<file path="config.mk">
export PLATFORM = sky130hd
export DESIGN_NAME = eth_rx_addr_filter
export DESIGN_NICKNAME = d
export VERILOG_FILES = /design/src/rtl/eth_filter_pkg.sv /design/src/rtl/eth_stat_counter.sv /design/src/rtl/eth_rx_addr_filter.sv
export SDC_FILE = /design/constraint.sdc
export NUM_CORES = 1
export LEC_CHECK = 0
export ABC_AREA = 1
export ABC_CLOCK_PERIOD_IN_PS = 2600
export BUFFER_PORTS_ARGS = -buffer_cell sky130_fd_sc_hd__buf_2
export CORE_MARGIN = 2
export CORE_UTILIZATION = 50
export DETAILED_ROUTE_END_ITERATION = 8
export PLACE_DENSITY = 0.73
export SKIP_CTS_REPAIR_TIMING = 1
export SYNTH_ARGS = -nofsm -noshare
export SYNTH_HDL_FRONTEND = slang
export SYNTH_SLANG_ARGS = --single-unit
</file>
<file path="constraint.sdc">
create_clock -name logic_clk -period 2.6 [get_ports logic_clk]
set_input_delay 0.39 -clock logic_clk [delete_from_list [all_inputs] [get_ports logic_clk]]
set_output_delay 0.39 -clock logic_clk [all_outputs]
set_load 0.005 [all_outputs]
</file>
<file path="src/rtl/eth_filter_pkg.sv">
// Shared types and constants for the RX destination-address filter.
package eth_filter_pkg;

  localparam int          HDR_BYTES      = 6;
  localparam logic [47:0] ETH_BCAST_ADDR = 48'hFFFF_FFFF_FFFF;

  typedef enum logic [1:0] {
    ST_HDR,
    ST_REPLAY,
    ST_PASS,
    ST_DROP
  } filt_state_t;

  function automatic logic addr_match(
    input logic [47:0] addr,
    input logic [47:0] station,
    input logic        promisc,
    input logic        bcast,
    input logic        mcast
  );
    return promisc | (addr == station) | (bcast & (addr == ETH_BCAST_ADDR)) | (mcast & addr[40]);
  endfunction

endpackage

</file>
<file path="src/rtl/eth_stat_counter.sv">
// Wrap-around event counter; clear wins over a same-cycle increment.
module eth_stat_counter #(
  parameter int CNT_WIDTH = 32
) (
  input  logic                 i_clk,
  input  logic                 i_rst_n,
  input  logic                 i_inc,
  input  logic                 i_clear,
  output logic [CNT_WIDTH-1:0] o_count
);

  logic [CNT_WIDTH-1:0] r_count;

  always_ff @(posedge i_clk or negedge i_rst_n) begin
    if (!i_rst_n) begin
      r_count <= '0;
    end else if (i_clear) begin
      r_count <= '0;
    end else if (i_inc) begin
      r_count <= r_count + CNT_WIDTH'(1);
    end
  end

  assign o_count = r_count;

endmodule

</file>
<file path="src/rtl/eth_rx_addr_filter.sv">
// Destination-MAC filter: buffers the address, decides accept/drop, replays
// the header and passes the remainder of accepted frames through.
module eth_rx_addr_filter
  import eth_filter_pkg::*;
#(
  parameter int CNT_WIDTH = 32
) (
  input  logic                 logic_clk,
  input  logic                 logic_rst_n,
  input  logic [7:0]           s_axis_tdata,
  input  logic                 s_axis_tvalid,
  output logic                 s_axis_tready,
  input  logic                 s_axis_tlast,
  input  logic                 s_axis_tuser,
  output logic [7:0]           m_axis_tdata,
  output logic                 m_axis_tvalid,
  input  logic                 m_axis_tready,
  output logic                 m_axis_tlast,
  output logic                 m_axis_tuser,
  input  logic [47:0]          mac_addr,
  input  logic                 promisc_en,
  input  logic                 bcast_en,
  input  logic                 mcast_en,
  input  logic                 cnt_clear,
  output logic [CNT_WIDTH-1:0] accept_cnt,
  output logic [CNT_WIDTH-1:0] drop_cnt,
  output logic [CNT_WIDTH-1:0] runt_cnt
);

  filt_state_t r_state;
  filt_state_t w_state_next;
  logic [2:0]  r_idx;
  logic [2:0]  w_idx_next;
  logic        r_run;
  logic [7:0]  r_hdr_buf [HDR_BYTES];

  logic        w_hdr_fire;
  logic        w_idx_last;
  logic [47:0] w_addr;
  logic        w_match;
  logic        w_buf_we;
  logic        w_acc_inc;
  logic        w_drop_inc;
  logic        w_runt_inc;

  // r_run keeps tready low until the first clock after reset release.
  assign w_hdr_fire = s_axis_tvalid & r_run;
  assign w_idx_last = (r_idx == 3'(HDR_BYTES - 1));
  assign w_addr     = {r_hdr_buf[0], r_hdr_buf[1], r_hdr_buf[2],
                       r_hdr_buf[3], r_hdr_buf[4], s_axis_tdata};
  assign w_match    = addr_match(w_addr, mac_addr, promisc_en, bcast_en, mcast_en);

  always_ff @(posedge logic_clk or negedge logic_rst_n) begin
    if (!logic_rst_n) begin
      r_state <= ST_HDR;
      r_idx   <= '0;
      r_run   <= 1'b0;
    end else begin
      r_state <= w_state_next;
      r_idx   <= w_idx_next;
      r_run   <= 1'b1;
    end
  end

  always_ff @(posedge logic_clk) begin
    if (w_buf_we) begin
      r_hdr_buf[r_idx] <= s_axis_tdata;
    end
  end

  always_comb begin
    w_state_next  = r_state;
    w_idx_next    = r_idx;
    w_buf_we      = 1'b0;
    w_acc_inc     = 1'b0;
    w_drop_inc    = 1'b0;
    w_runt_inc    = 1'b0;
    s_axis_tready = 1'b0;
    m_axis_tvalid = 1'b0;
    m_axis_tdata  = '0;
    m_axis_tlast  = 1'b0;
    m_axis_tuser  = 1'b0;
    case (r_state)
      ST_HDR: begin
        s_axis_tready = r_run;
        if (w_hdr_fire) begin
          w_buf_we = ~s_axis_tlast;
          if (s_axis_tlast) begin
            w_runt_inc = 1'b1;
            w_idx_next = '0;
          end else if (w_idx_last) begin
            w_idx_next = '0;
            if (w_match) begin
              w_state_next = ST_REPLAY;
            end else begin
              w_state_next = ST_DROP;
              w_drop_inc   = 1'b1;
            end
          end else begin
            w_idx_next = r_idx + 3'd1;
          end
        end
      end
      ST_REPLAY: begin
        m_axis_tvalid = 1'b1;
        m_axis_tdata  = r_hdr_buf[r_idx];
        if (m_axis_tready) begin
          if (w_idx_last) begin
            w_idx_next   = '0;
            w_state_next = ST_PASS;
          end else begin
            w_idx_next = r_idx + 3'd1;
          end
        end
      end
      ST_PASS: begin
        s_axis_tready = m_axis_tready;
        m_axis_tvalid = s_axis_tvalid;
        m_axis_tdata  = s_axis_tdata;
        m_axis_tlast  = s_axis_tlast;
        m_axis_tuser  = s_axis_tuser;
        if (s_axis_tvalid & m_axis_tready & s_axis_tlast) begin
          w_acc_inc    = 1'b1;
          w_state_next = ST_HDR;
        end
      end
      ST_DROP: begin
        s_axis_tready = 1'b1;
        if (s_axis_tvalid & s_axis_tlast) begin
          w_state_next = ST_HDR;
        end
      end
      default: begin
        w_state_next = ST_HDR;
        w_idx_next   = '0;
      end
    endcase
  end

  eth_stat_counter #(.CNT_WIDTH(CNT_WIDTH)) u_accept_cnt (
    .i_clk   (logic_clk),
    .i_rst_n (logic_rst_n),
    .i_inc   (w_acc_inc),
    .i_clear (cnt_clear),
    .o_count (accept_cnt)
  );

  eth_stat_counter #(.CNT_WIDTH(CNT_WIDTH)) u_drop_cnt (
    .i_clk   (logic_clk),
    .i_rst_n (logic_rst_n),
    .i_inc   (w_drop_inc),
    .i_clear (cnt_clear),
    .o_count (drop_cnt)
  );

  eth_stat_counter #(.CNT_WIDTH(CNT_WIDTH)) u_runt_cnt (
    .i_clk   (logic_clk),
    .i_rst_n (logic_rst_n),
    .i_inc   (w_runt_inc),
    .i_clear (cnt_clear),
    .o_count (runt_cnt)
  );

endmodule

</file>
==> impl_metrics.tcl <==
set metrics [dict create \
    ys_seq_elements 166 \
    nets 1543 \
    grt_pass1_vias 8462 \
    power.density_cell_area_nw_per_um2 610 \
    design.die.area_um2 20700 \
    grtUsageTotal 0.270 \
    synth_seq_area_share 0.457 \
    totalNegativeSetupSlack_ps 0 \
    clock-sinks 166 \
    htreeDepth 4 \
    grt_max_degree 75 \
    switching_power_mw 2.15 \
    dominantRegCellSynth "dfrtp_1" \
    area_growth_pct 20.7 \
    crit_path_start_kind "flip-flop" \
    portBuffers 173 \
    grt_first_pass_wirelength_mm 43.8 \
    maxSlewHeadroom 0.590 \
    finalHoldViolCount 0 \
    avgSynthCellArea_um2 7.67 \
    critical_path.slowest_cell "dfrtp_2" \
    crit_chain "inv_2 -> nand2_4 -> clkinvlp_4 -> buf_4 -> nand2_1 -> o2111ai_1 -> o211ai_1 -> a21oi_1 -> buf_2" \
    critPathCaptureType "output port" \
    num_vias 9402 \
    clk_latency_ps 430 \
    drive_gt1_frac 0.185 \
    arrival_ps 2150 \
    worstHoldPathType "input pin to flip-flop" \
    cell_area_after_synthesis_um2 9790 \
    worst_clock_skew_ps 7.95 \
    critical_path_required_ps 2210 \
    syn_inst 1276 \
    synth_top_cell_area_share 0.261 \
    post_synth_most_frequent_cells "nand2_1, inv_1, nor2_1" \
    grt_antenna_before_repair 0 \
    fin_util 0.611 \
    wl_per_cell_um 16.0 \
    crit_type "flip-flop to output port" \
    swShare 0.298 \
    cts_buffers 17 \
    tightestPinTransition_ps 614 \
    synth_area_leader_cell "dfrtp_1" \
    drc_violations_left 0 \
    worst_path_dominant_cell_family "buffers and inverters" \
    power.leakage_nw 5.39 \
    maxCapViolCount 0 \
    total_wirelength_of_the_detailed_routed_design_mm 27.9 \
    peakVddDrop_uv 498 \
    tightest_hold_margin_ps 297 \
    first_iter_violations 859 \
    power.clock.fraction 0.383 \
    antenna_cells 0 \
    avgViaCountPerCell 5.38 \
    floorplan.die.width_um 144 \
    run_status "finished, final reports clean" \
    synth-edff-count 64 \
    post_synthesis_cell_type_count 44 \
    netlist_top_cells_area "dfrtp_1, edfxtp_1, nand2_1" \
    fillCellCount 1744 \
    postSynth.asyncResetShare 0.614 \
    dieHeight_um 144 \
    slew_limit_fails 0 \
    start_util 0.506 \
    finalCriticalPeriod_ps 2540 \
    clk_pin_slew_ps 70 \
    tritoncts "done" \
    core_region_area_um2 19300 \
    synthMostInstantiatedCell "nand2_1" \
    grt-ovfl-total 0 \
    sequential_fraction_of_design_power 0.401 \
    drtPass1Iterations 5 \
    fin_crit_sh 0.977 \
    reg2reg_slack_ps 380 \
    totalPowerFinal_mw 7.21 \
    final-instance-count-excl-fill 1748 \
    slowest_delay_ps 440 \
    place.detailed.hpwl_mm 20.1 \
    internal_power_mw 5.06 \
    crit_fanout 6 \
    pwr-share-comb 0.216 \
    fmax_mhz 394 \
    clock_tree.buffer_depth 2 \
    synth_nets 1349 \
    rows 51 \
    cts-root-buf "clkbuf_16" \
    post_drt_antenna_nets 0 \
    placedCellCount 1705 \
    setup-violations-final 0 \
    path_buf_inv 4 \
    yosys_warnings 0 \
    gp_congestion 0.925 \
    num_io_pins 174 \
]
-- per-layer routing --
metal	share of wire	vias to the layer above	wire, um	track usage
met4	0.017	0	486	0.0800
met2	0.45	394	12600	0.417
li1	-	4586	-	-
met5	0	-	0	0
met3	0.079	34	2200	0.0420
met1	0.45	4388	12700	0.395
-- worst paths after layout --
kind	from	endpoint	cells past startpoint
max in group asynchronous	logic_rst_n	u_accept_cnt.o_count[21]	3
min in group asynchronous	logic_rst_n	u_runt_cnt.o_count[13]	2
setup / recovery	r_idx[0]	m_axis_tdata[5]	9
hold reg to reg	u_accept_cnt.o_count[25]	u_accept_cnt.o_count[25]	1
hold / removal	s_axis_tdata[0]	r_hdr_buf[4][0]	1
setup reg to reg	r_state[1]	u_drop_cnt.o_count[28]	10
-- metrics by stage --
stage                     cell area [um2]  worst slack (ps)
after floorplan                      9790               560
final                               11800              60.7
after global placement              11000               184
after CTS                           11700              -315
after detailed placement            11000               151
after global routing                11800             -15.1
-- area by class of cell --
class                           instances  area, um2  area share
Timing Repair Buffer                  203       1130      0.0959
Sequential cell                       166       4480       0.379
Multi-Input combinational cell        921       4620       0.391
Clock inverter                         12        201      0.0170
Tap cell                              265        332      0.0281
Inverter                              161        616      0.0521
Clock buffer                           20        437      0.0370
-- flip-flops by register name, summed over array words and instances, names as in the netlist --
| signal | cells |
|---|---|
| u_drop_cnt.o_count | 32 |
| u_runt_cnt.o_count | 32 |
| r_state | 2 |
| r_run | 1 |
| r_hdr_buf | 64 |
| u_accept_cnt.o_count | 32 |
| r_idx | 3 |
-- power groups by stage --
stage	clock (mW)	sequential, mW	combinational [mW]
global route	2.91	2.90	1.69
global placement	0	2.91	1.36
finish	2.76	2.89	1.56
detailed placement	0	2.92	1.38
floorplan	0	2.90	0.838
CTS	2.80	2.87	1.39
-- layout by cell type (no fill, tap or decap), types with 17 or more instances in the layout --
cell and n:
nand2_1 347, buf_2 172, inv_1 151, nor2_1 143
dfrtp_1 100, nand3_1 79, edfxtp_1 64, a21oi_1 55
nor3_1 52, nand4_1 45, xnor2_1 39, o21ai_0 31
buf_4 27, xor2_1 25, clkbuf_16 17
-- logic make-up after synthesis --
kind of cell             share of synthesized area
XOR/XNOR                                    0.0573
flip-flops                                   0.457
buffers and inverters                       0.0742
AND/OR/NAND/NOR                              0.323
adder cells (fa/ha/maj)                    0.00895
AO/OA/AOI/OAI                               0.0796
other                                     0.000383
Note: power is estimated with default switching activity, not from simulation.
